<file path="config.mk">
export PLATFORM = sky130hd
export DESIGN_NAME = sec_habilita_contadores
export DESIGN_NICKNAME = d
export VERILOG_FILES = /design/src/rtl/sec_habilita_contadores.sv
export SDC_FILE = /design/constraint.sdc
export NUM_CORES = 1
export LEC_CHECK = 0
export BUFFER_PORTS_ARGS = -buffer_cell sky130_fd_sc_hd__buf_4
export CORE_ASPECT_RATIO = 0.5
export CORE_MARGIN = 2
export CORE_UTILIZATION = 35
export DETAILED_ROUTE_END_ITERATION = 8
export PLACE_DENSITY = 0.57
export SLEW_MARGIN = 20
export SYNTH_ARGS = -nofsm -noshare
export SYNTH_HDL_FRONTEND = slang
export SYNTH_SLANG_ARGS = --single-unit
</file>
<file path="constraint.sdc">
create_clock -name clk -period 3.3 [get_ports clk]
set_input_delay 0.33 -clock clk [delete_from_list [all_inputs] [get_ports clk]]
set_output_delay 0.33 -clock clk [all_outputs]
set_load 0.01 [all_outputs]
</file>
<file path="src/rtl/sec_habilita_contadores.sv">
// Counter-enable sequencer: one-hot enables to N_CH counter blocks.
// Single-request or round-robin auto mode; done/timeout exit with a dead cycle.
//
// Ports:
//   clk, reset (async, active-low)
//   sel, sel_valid      : single-request channel and strobe (IDLE only)
//   modo_auto           : 0 single request, 1 round-robin over canal_mask
//   canal_mask, done    : auto-mode eligibility, per-counter completion
//   enable_cont         : one-hot counter enable (zero outside ACTIVO)
//   ch_activo, busy     : current channel index, high in ACTIVO/PAUSA
//   timeout_err         : 1-cycle pulse on timeout exit
//   sel_invalido        : 1-cycle pulse on out-of-range request
module sec_habilita_contadores #(
  parameter int N_CH    = 4,
  parameter int SEL_W   = 4,
  parameter int TIMEOUT = 255
) (
  input  logic             clk,
  input  logic             reset,
  input  logic [SEL_W-1:0] sel,
  input  logic             sel_valid,
  input  logic             modo_auto,
  input  logic [N_CH-1:0]  canal_mask,
  input  logic [N_CH-1:0]  done,
  output logic [N_CH-1:0]  enable_cont,
  output logic [SEL_W-1:0] ch_activo,
  output logic             busy,
  output logic             timeout_err,
  output logic             sel_invalido
);

  localparam int TW = (TIMEOUT < 1) ? 1 : $clog2(TIMEOUT + 1);
  localparam logic [N_CH-1:0] ONE = N_CH'(1);

  typedef enum logic [1:0] {
    IDLE   = 2'd0,
    ACTIVO = 2'd1,
    PAUSA  = 2'd2
  } state_t;

  state_t state_q, state_d;

  logic [N_CH-1:0]  en_d;
  logic [SEL_W-1:0] ch_d;
  logic             busy_d;
  logic             tmo_d;
  logic             inv_d;
  logic [SEL_W-1:0] rr_q, rr_d;
  logic [TW-1:0]    timer_q, timer_d;

  logic [SEL_W-1:0] pick;
  logic             found;
  logic             hit;
  logic             tmo_hit;
  logic             sel_ok;
  logic [SEL_W-1:0] ch_next;

  // Round-robin: first set bit at or above rr, else first set bit overall.
  always_comb begin
    found = 1'b0;
    pick  = '0;
    for (int j = 0; j < N_CH; j++) begin
      if (!found && canal_mask[j] && j >= int'(rr_q)) begin
        found = 1'b1;
        pick  = SEL_W'(j);
      end
    end
    for (int j = 0; j < N_CH; j++) begin
      if (!found && canal_mask[j]) begin
        found = 1'b1;
        pick  = SEL_W'(j);
      end
    end
  end

  // The registered one-hot enable selects the active channel's done bit.
  assign hit     = |(done & enable_cont);
  assign tmo_hit = (TIMEOUT != 0) && (timer_q == TW'(TIMEOUT));
  assign sel_ok  = int'(sel) < N_CH;
  assign ch_next = (int'(ch_activo) >= N_CH - 1) ? '0
                                                  : ch_activo + SEL_W'(1);

  always_comb begin
    state_d = state_q;
    en_d    = enable_cont;
    ch_d    = ch_activo;
    busy_d  = busy;
    tmo_d   = 1'b0;
    inv_d   = 1'b0;
    rr_d    = rr_q;
    timer_d = timer_q;
    unique case (state_q)
      IDLE: begin
        en_d   = '0;
        busy_d = 1'b0;
        if (modo_auto) begin
          if (found) begin
            state_d = ACTIVO;
            en_d    = ONE << pick;
            ch_d    = pick;
            busy_d  = 1'b1;
            timer_d = TW'(1);
          end
        end else if (sel_valid) begin
          if (sel_ok) begin
            state_d = ACTIVO;
            en_d    = ONE << sel;
            ch_d    = sel;
            busy_d  = 1'b1;
            timer_d = TW'(1);
          end else begin
            inv_d = 1'b1;
          end
        end
      end
      ACTIVO: begin
        if (hit || tmo_hit) begin
          state_d = PAUSA;
          en_d    = '0;
          rr_d    = ch_next;
          timer_d = '0;
          // done wins over a simultaneous timeout
          tmo_d   = !hit;
        end else if (TIMEOUT != 0) begin
          timer_d = timer_q + TW'(1);
        end
      end
      PAUSA: begin
        state_d = IDLE;
        busy_d  = 1'b0;
      end
      default: begin
        state_d = IDLE;
        en_d    = '0;
        busy_d  = 1'b0;
      end
    endcase
  end

  always_ff @(posedge clk or negedge reset) begin
    if (!reset) begin
      state_q      <= IDLE;
      enable_cont  <= '0;
      ch_activo    <= '0;
      busy         <= 1'b0;
      timeout_err  <= 1'b0;
      sel_invalido <= 1'b0;
      rr_q         <= '0;
      timer_q      <= '0;
    end else begin
      state_q      <= state_d;
      enable_cont  <= en_d;
      ch_activo    <= ch_d;
      busy         <= busy_d;
      timeout_err  <= tmo_d;
      sel_invalido <= inv_d;
      rr_q         <= rr_d;
      timer_q      <= timer_d;
    end
  end

endmodule

</file>
-- Word level (Yosys, flattened, before mapping)
Index checks and enable logic that the tools add are counted.
- word-level logic and storage cells: 107
- register bits: 25
- reduce and logical (&&, ||, !) cells: 30
- $add $sub $neg: 2
- eq/ne operators: 8
- mux-type cells: 49
- bitwise operators: 2
- shift-type cells: 2
- magnitude comparators: 6
- operators by type and width (kind ; count):
    two-way mux 4 bit ; 15
    two-way mux 8 bit ; 5
    two-way mux 1 bit ; 19
    one-hot mux 8 bit (2 select lines) ; 1
    two-way mux 2 bit ; 6
    one-hot mux 4 bit (3 select lines) ; 1
    AND reduction 4 bit ; 3
    logical AND 1 bit ; 11
    != test 3 bit (second input constant) ; 3
    adder 8 x 1 -> 8 bit (second input constant) ; 1
    == test 8 bit (second input constant) ; 1
    greater-or-equal comparator 1 x 4 -> 1 bit (first input constant) ; 2
    greater-or-equal comparator 2 x 4 -> 1 bit (first input constant) ; 2
    logical NOT 1 bit ; 8
    left shift 1 x 4 -> 4 bit (first input constant) ; 2
    nonzero test 2 bit ; 3
    adder 4 x 1 -> 4 bit (second input constant) ; 1
    AND 4 bit ; 1
    greater-or-equal comparator 4 x 2 -> 1 bit (second input constant) ; 1
    less-than comparator 4 x 3 -> 1 bit (second input constant) ; 1
    one-hot mux 2 bit (2 select lines) ; 1
    AND reduction 2 bit ; 2
    OR reduction 4 bit ; 1
    == test 2 x 1 -> 1 bit (second input constant) ; 1
    7 further kinds ; 7

-- Logic depth before layout (Yosys ltp)
Gate-level depths: netlist (run 1).
- depth after elaboration: 31
- mapped depth: 6
- depth with buffers taken out: 6

-- Worst setup path after synthesis (run 1)
Ideal clock, no wire load.
- kind: flip-flop to flip-flop
- start point: reg timer_q[0]
- end point: reg rr_q[0]
- setup slack: 1.646 ns
- cell stages (with the launch flop): 7
- buffers on the path: 0
- setup time: 0.120 ns
- arrival time: 1.534 ns
- cell sequence: dfrtp_1 > ha_1 > nand3_1 > nor3_2 > o21ai_0 > and2_1 > a31o_2
- longest elaborated chain between the ends: 3
- ends and longest elaborated chain (what ; RTL line ; text):
    start, declared ; 49 ; logic [TW-1:0] timer_q, timer_d;
    start signal, assigned ; 158 ; timer_q <= timer_d;
    == test 8 bit ; 78 ; assign tmo_hit = (TIMEOUT != 0) && (timer_q == TW'(TIMEOUT));
    logical OR 1 bit ; 117 ; if (hit || tmo_hit) begin
    AND reduction 2 bit (no line) ; n/a ;
    end signal, assigned ; 157 ; rr_q <= rr_d;
    end, declared ; 48 ; logic [SEL_W-1:0] rr_q, rr_d;
No other way between the ends.
A chain may end at the register's enable or synchronous reset.

-- Final worst setup path (run 1)
Ends and elaborated chain as after synthesis.

==> results of run 1 <==
## kinds of logic after synthesis
family / synth area share
flip-flops: 0.477
XOR/XNOR: 0.00667
adder cells (fa/ha/maj): 0.0191
buffers and inverters: 0.0286
AND/OR/NAND/NOR: 0.239
AO/OA/AOI/OAI: 0.213
multiplexers: 0.0172
## layout make-up
class | count | area [um2]
fillers | 347 | 1890
multi-input cells | 106 | 649
flip-flops and latches | 25 | 626
repair buffers | 27 | 205
well taps | 51 | 63.8
clock buffers | 4 | 45.0
inverters | 7 | 26.3
## registers in the layout (all words and copies together), names as in the netlist
name          count
enable_cont       4
timer_q           8
sel_invalido      1
state_q           2
timeout_err       1
busy              1
rr_q              4
ch_activo         4
## stage by stage
| step | cells | instance area [um2] |
|---|---|---|
| floorplan | 139 | 1310 |
| global route | 220 | 1620 |
| finish | 220 | 1620 |
| global placement | 215 | 1560 |
| CTS | 220 | 1620 |
| detailed placement | 215 | 1560 |
## where the power goes
part	internal (mW)	leakage, nW	switching, mW
Sequential	0.389	0.333	0.0805
Combinational	0.217	0.405	0.271
Clock	0.0862	0.0228	0.0885
Total	0.691	0.762	0.440
## layer usage
metal | wire, um | share of wire
met1 | 1380 | 0.50
met2 | 1250 | 0.46
met3 | 87 | 0.032
met4 | 17 | 0.0062
met5 | 0 | 0
## layout by cell type (no fill, tap or decap), types with 2 or more instances in the layout
cell / Yosys / layout
buf_4: 0 / 26
dfrtp_1: 25 / 25
nor2_1: 14 / 14
nand2_1: 14 / 14
o21ai_0: 12 / 12
inv_1: 7 / 7
and2_1: 6 / 6
o22ai_1: 5 / 5
and2b_1: 4 / 4
a22oi_1: 4 / 4
nand3_1: 4 / 4
nor3_1: 3 / 3
a21o_1: 3 / 3
or3_1: 3 / 3
clkbuf_8: 0 / 3
nand2b_1: 2 / 2
o22a_1: 2 / 2
nor4_1: 2 / 2
o21ai_1: 2 / 2
mux2_2: 2 / 2
a21oi_1: 2 / 2
ha_1: 2 / 2
## how the worst min path moves through the flow
| stage | from | to | depth (start not counted) |
|---|---|---|---|
| 2_1_floorplan | reset | busy | 0 |
| 3_3_place_gp | reset | rr_q[2] | 1 |
| 3_5_place_dp | reset | sel_invalido | 1 |
| 4_1_cts | sel_valid | sel_invalido | 2 |
| 5_1_grt | sel_valid | sel_invalido | 2 |
| 6_report | sel_valid | sel_invalido | 2 |
## worst max-delay path, stage by stage, from the launching register on
cell	delay, ns
dfrtp_1	0.41
ha_1	0.21
nand3_1	0.16
nor3_2	0.33
o21ai_0	0.28
and2_1	0.25
a31o_2	0.20
==> impl_results.md, run 1 <==
* Post-CTS Setup Inserts at 0
* Grt peak-use layer: met2
* Dpl ws at between 1 and 1.5 ns
* Met2 Use GR at 0.218
* Capturing point of the worst reg2reg path: rr_q[0]
* CP Capture Point: rr_q[0]
* CTS clock-pin slew for the worst setup and hold paths at ~0.080 ns
* Synth top area share at 0.477
* Relative slew slack at 0.597
* Final Net Count at 188
* Total power at roughly 1.1 mW
* CTS Hold Bufs at 1
* CTS sink cnt at 25
* Ys async rst share at 1.00
* Pwr/cell area at 701 nW/um2
* DR vias/cell at between 5 and 6
* R2R Path Start: timer_q[0]
* Detail Route Antenna Nets at 0
* Cell area after synthesis at 1310 um2
* M1 GR Usage at 0.206
* Count leader, synth: dfrtp_1
* Max Cap Viol at 0
* Post-layout util at 0.460
* GPL Wtd Cong at 0.757
* Crit start category: flip-flop
* EDFF count, synth at 0
* Routed WL at 2740 um
* Post-synth top area cell: dfrtp_1
* Critical path type: flip-flop to flip-flop
* Most frequent cells after synthesis: dfrtp_1 (25), nand2_1 (14), nor2_1 (14)
* Hold crit path type: input pin to flip-flop
* Via count at 1,122
* Layout Skew at between 0.004 and 0.005 ns
* Post_cts resized at 0
* DR WL/cell at 12.4 um
* Net Count, Synth at around 160
* Period minus WS final at 1.94 ns
* Die height at 47.3 um
* Final hold viol count at 0
* CTS tree: built
* Hold Slack at 0.347 ns
* Layout cells sized above 1 at 0.219
* Synthesis-to-finish area growth at 23.1%
* Post-Synthesis Cells at 139
* Ports at 27
* Drt pass-1 iters at 4
* Synth Register Bits at 25
* Outcome: finished clean
* CP arrival at 2.09 ns
* Die footprint at 4290 um2
* Synth warn at 0
* Count of cell types in the netlist at approximately 40
* Crit end category: flip-flop
* CP required at 3.46 ns
* Unrepaired setup endpoints after global routing: false
* Initial antenna violation count at 0
* Setup TNS at 0 ns
* Total track usage at 0.146
* DRT iter0 DRCs at 25
* Final worst-path setup slack at 1.36 ns
* First-pass GRT wire length at ~4700 um
* Synth area leaders: dfrtp_1 (48%), o21ai_0 (4.6%), nand2_1 (4.0%)
* CTS buffer count at 3
* Drc violations at 0
* Vias in the first global route at 972
* Grt met3 use at 0.0433
* Initial core utilization at 0.374
* Die width at 90.6 um
* H-tree levels at 1
* Slew @ Worst Pin at about 0.60 ns
* Final setup fails at 0
* Root Driver: clkbuf_8
* Worst-path fanout max at 6
* Fin. max-slew vios at 0
* Tcrit/Tclk final at 0.587
* Total grt overflow at 0
* Core Area at 3510 um2
* Avg Cell Area, Syn at approximately 9.4 um2
* Clk buf depth at 2
* Floorplan row count at 15
* Latest clock arrival within the worst-skew pair at 0.26 ns
* DP Wirelength at 2120 um
* Reg2Reg Setup Slack at about 1.4 ns
* # diodes at 0
* Seq/Total Area, Yosys at 0.477
* FMAX at just over 500 MHz
* P_leak at 0.762 nW
* CP startpoint: timer_q[0]
* Port bufs at 26
* Worst r2r path cells at 6
* Prevailing post-synth register cell: dfrtp_1
* Largest net degree at the start of global routing at 26
* Worst IR Drop VDD at 235 uV
Power figures use the tool's default switching activity.
==> run 2, diff against run 1 <==
ABC_AREA = 1   (was not set)
PLACE_DENSITY = 0.59   (was 0.57)
clock period = 1.65 ns   (was 3.3 ns; I/O delays follow)
==> run 2 against run 1 <==
Effect of this change:
- first-iteration DRC count increased by 100%
- synthesized cell count rose by 26%
- core utilization shrank 0.17 points
- via count increased by 6.9%
- cell count is 19% higher
- setup slack worse by 1.3 ns
- non-clock buffer count grew 2
==> impl_results.md, run 2 <==
* Outcome: finished clean
* Net Count, Synth at 193 (+23%)
* Capturing point of the worst reg2reg path: enable_cont[0]
* Die height at 49.3 um (+4.2%)
* Hold depth at 2 (unchanged)
* Core Area at 3920 um2 (+12%)
* Total grt overflow at 0 (unchanged)
* Critical path type: flip-flop to flip-flop
* Tcrit/Tclk final at 0.942 (+0.355)
* Worst Hold Path EP: sel_invalido
* Synthesis-to-finish area growth at 25.4%
* FMAX at 643 MHz (+25%)
* Final hold viol count at 0 (unchanged)
* CTS sink cnt at 25 (unchanged)
* Final Net Count at 226 (+20%)
* Total track usage at 0.132 (-0.0148)
* H-tree levels at 1 (unchanged)
* Drc violations at 0 (unchanged)
* CTS buffer count at 3 (unchanged)
* DR vias/cell at 4.59 (-9.9%)
* Final setup fails at 0 (unchanged)
* Ys async rst share at 1.00 (unchanged)
* Vias in the first global route at 1,117 (+15%)
* CP max-delay cell: dfrtp_1
* Seq/Total Area, Yosys at 0.436 (-0.0407)
* Via count at 1,199 (+6.9%)
* DRT iter0 DRCs at 50 (+100%)
* Fin. max-slew vios at 0 (unchanged)
* Worst r2r path cells at 10 (+4)
* Cell area after synthesis at 1440 um2 (+9.3%)
* Pwr/cell area at 1440 nW/um2 (+110%)
* Hold_sp: modo_auto
* WP buf/inv at 1 (+1)
* Most frequent cells after synthesis: nand2_1 (40), dfrtp_1 (25), inv_1 (22)
* Footprint of the multi-input gates at 744 um2 (+15%)
* Layout Skew at 0.00571 ns (+0.00137 ns)
* # diodes at 0 (unchanged)
* Fill count at 408 (+18%)
* Relative slew slack at 0.742 (+0.145)
* Clk buf depth at 2 (unchanged)
* Prevailing post-synth register cell: dfrtp_1
* Ports at 27 (unchanged)
* Critical Path Most Common Cell: o21ai_2
* Worst IR Drop VDD at 499 uV (+110%)
* Synth warn at 0 (unchanged)
* Routed WL at 2920 um (+6.6%)
* Initial antenna violation count at 0 (unchanged)
* Crit end category: flip-flop
* Synth Register Bits at 25 (unchanged)
* Biggest register: timer_q
* Avg Cell Area, Syn at 8.20 um2 (-13%)
* Crit start category: flip-flop
* CTS clock-pin slew for the worst setup and hold paths at 0.09 ns (about the same)
* EDFF count, synth at 0 (unchanged)
* Die width at 94.6 um (+4.4%)
* Max Cap Viol at 0 (unchanged)
* Dpl ws at 0.0851 ns (-1.26 ns)
* Dpl cell area at 1690 um2 (+8.3%)
* Count of cell types in the netlist at 34 (-17%)
* Drt pass-1 iters at 4 (unchanged)
* Top delay family on crit path: simple AND/OR/NAND/NOR gates
* DR WL/cell at 11.2 um (-10%)
* Critical path cell sequence: ha_4 > nand4_4 > nor2_4 > nand3_2 > nand2_2 > inv_4 > nand2_4 > o21ai_2 > nand2_1 > o21ai_2
* Critical Path Stages at 10 (+4)
* Register area at 626 um2 (unchanged)
* Reg2Reg Setup Slack at 0.1 ns (-1.27 ns)
* Largest net degree at the start of global routing at 26 (unchanged)
* Port bufs at 26 (unchanged)
* GPL Wtd Cong at 0.859 (+14%)
* Fin area at 1800 um2 (+11%)
* Final worst-path setup slack at 0.0953 ns (-1.27 ns)
* CP required at 1.82 ns (-1.64 ns)
* P_leak at 0.914 nW (+20%)
* Detail Route Antenna Nets at 0 (unchanged)
* CP arrival at 1.72 ns (-0.37 ns)
* Root Driver: clkbuf_8
* Floorplan row count at 16 (+1)
* Max stage delay on crit path at 0.43 ns (+0.02 ns)
* Most frequent cells in the layout: nand2_1 (39), buf_4 (28), dfrtp_1 (25)
* First-pass GRT wire length at 4780 um (+2.4%)
* Post-Synthesis Cells at 175 (+26%)
* Commonest non-fill, non-tap cell in the layout: nand2_1
* Synth top area share at 0.436 (-0.0407)
* R2R Path Start: timer_q[0]
* Max FFs per register at 8 (unchanged)
* Hold crit path type: input pin to flip-flop
* Worst-path fanout max at 6 (unchanged)
* CTS tree: built
* Hold Slack at 0.130 ns (-0.218 ns)
* Die footprint at 4660 um2 (+8.7%)
* Post-synth top area cell: dfrtp_1
* Latest clock arrival within the worst-skew pair at 0.27 ns (about the same)
* Initial core utilization at 0.366 (-0.00822)
* Synth area leaders: dfrtp_1 (44%), nand2_1 (10%), inv_1 (5.8%)
* DP Wirelength at 2180 um (+2.9%)
* Fin cells at 261 (+19%)
* Post-layout util at 0.459 (-0.00170)
* Count leader, synth: nand2_1
* Slew @ Worst Pin at 0.385 ns (-0.213 ns)
* Period minus WS final at 1.55 ns (-0.383 ns)
* Layout cells sized above 1 at 0.275 (+0.0564)
* Placed cells at 254 (+18%)
## run 2: what timing repair did
action	CTS	global route
hold buffers	1	0
gates resized for setup	0	7
hold endpoints to repair	25	0
endpoints found under the setup margin	0	10
buffers inserted	0	2
## run 2: through the flow
| stage | TNS (ns) | total power, mW |
|---|---|---|
| 2_1_floorplan | 0 | 1.82 |
| 3_3_place_gp | 0 | 2.18 |
| 3_5_place_dp | 0 | 2.18 |
| 4_1_cts | 0 | 2.56 |
| 5_1_grt | -0.0227 | 2.80 |
| 6_report | 0 | 2.60 |
## run 2: report_power, final
part	total (mW)	internal (mW)	switching (mW)
Sequential	0.930	0.780	0.150
Clock	0.370	0.173	0.197
Combinational	1.30	0.508	0.790
Total	2.60	1.46	1.14
## run 2: worst max-delay path by stage
stage                     startpoint              to  slack (ns)
after global routing      timer_q[0]  enable_cont[1]       -0.01
after floorplan           timer_q[0]  enable_cont[0]        0.20
final                     timer_q[0]  enable_cont[0]         0.1
after detailed placement  timer_q[0]  enable_cont[0]        0.09
after CTS                 timer_q[0]  enable_cont[0]        0.07
after global placement       rr_q[2]  enable_cont[1]        0.12
## run 2: cell families (layout without fill, tap and decap cells)
family                     count (synthesis)  in the layout  share of synthesized area
AOI/OAI and AO/OA                         24             24                      0.110
xor gates and xnor gates                   1              1                    0.00610
adders and majority gates                  2              2                     0.0174
buffers and inverters                     26             58                     0.0724
DFF                                       25             25                      0.436
and+or+nand+nor                           97             97                      0.358
## run 2: layer usage
| layer | routed length [um] | vias up | GRT usage | share of wire |
|---|---|---|---|---|
| met1 | 1470 | 543 | 0.180 | 0.50 |
| met4 | 45 | 0 | 0.0459 | 0.015 |
| met3 | 97 | 5 | 0.0325 | 0.033 |
| li1 | - | 634 | - | - |
| met5 | 0 | - | 0 | 0 |
| met2 | 1310 | 17 | 0.204 | 0.45 |
## run 2: layout make-up
type                       count  area share
sequential                    25       0.348
timing repair buffer          29       0.122
tap                           54      0.0376
multi-input combinational    124       0.414
inverter                      25      0.0535
clock buffer                   4      0.0250
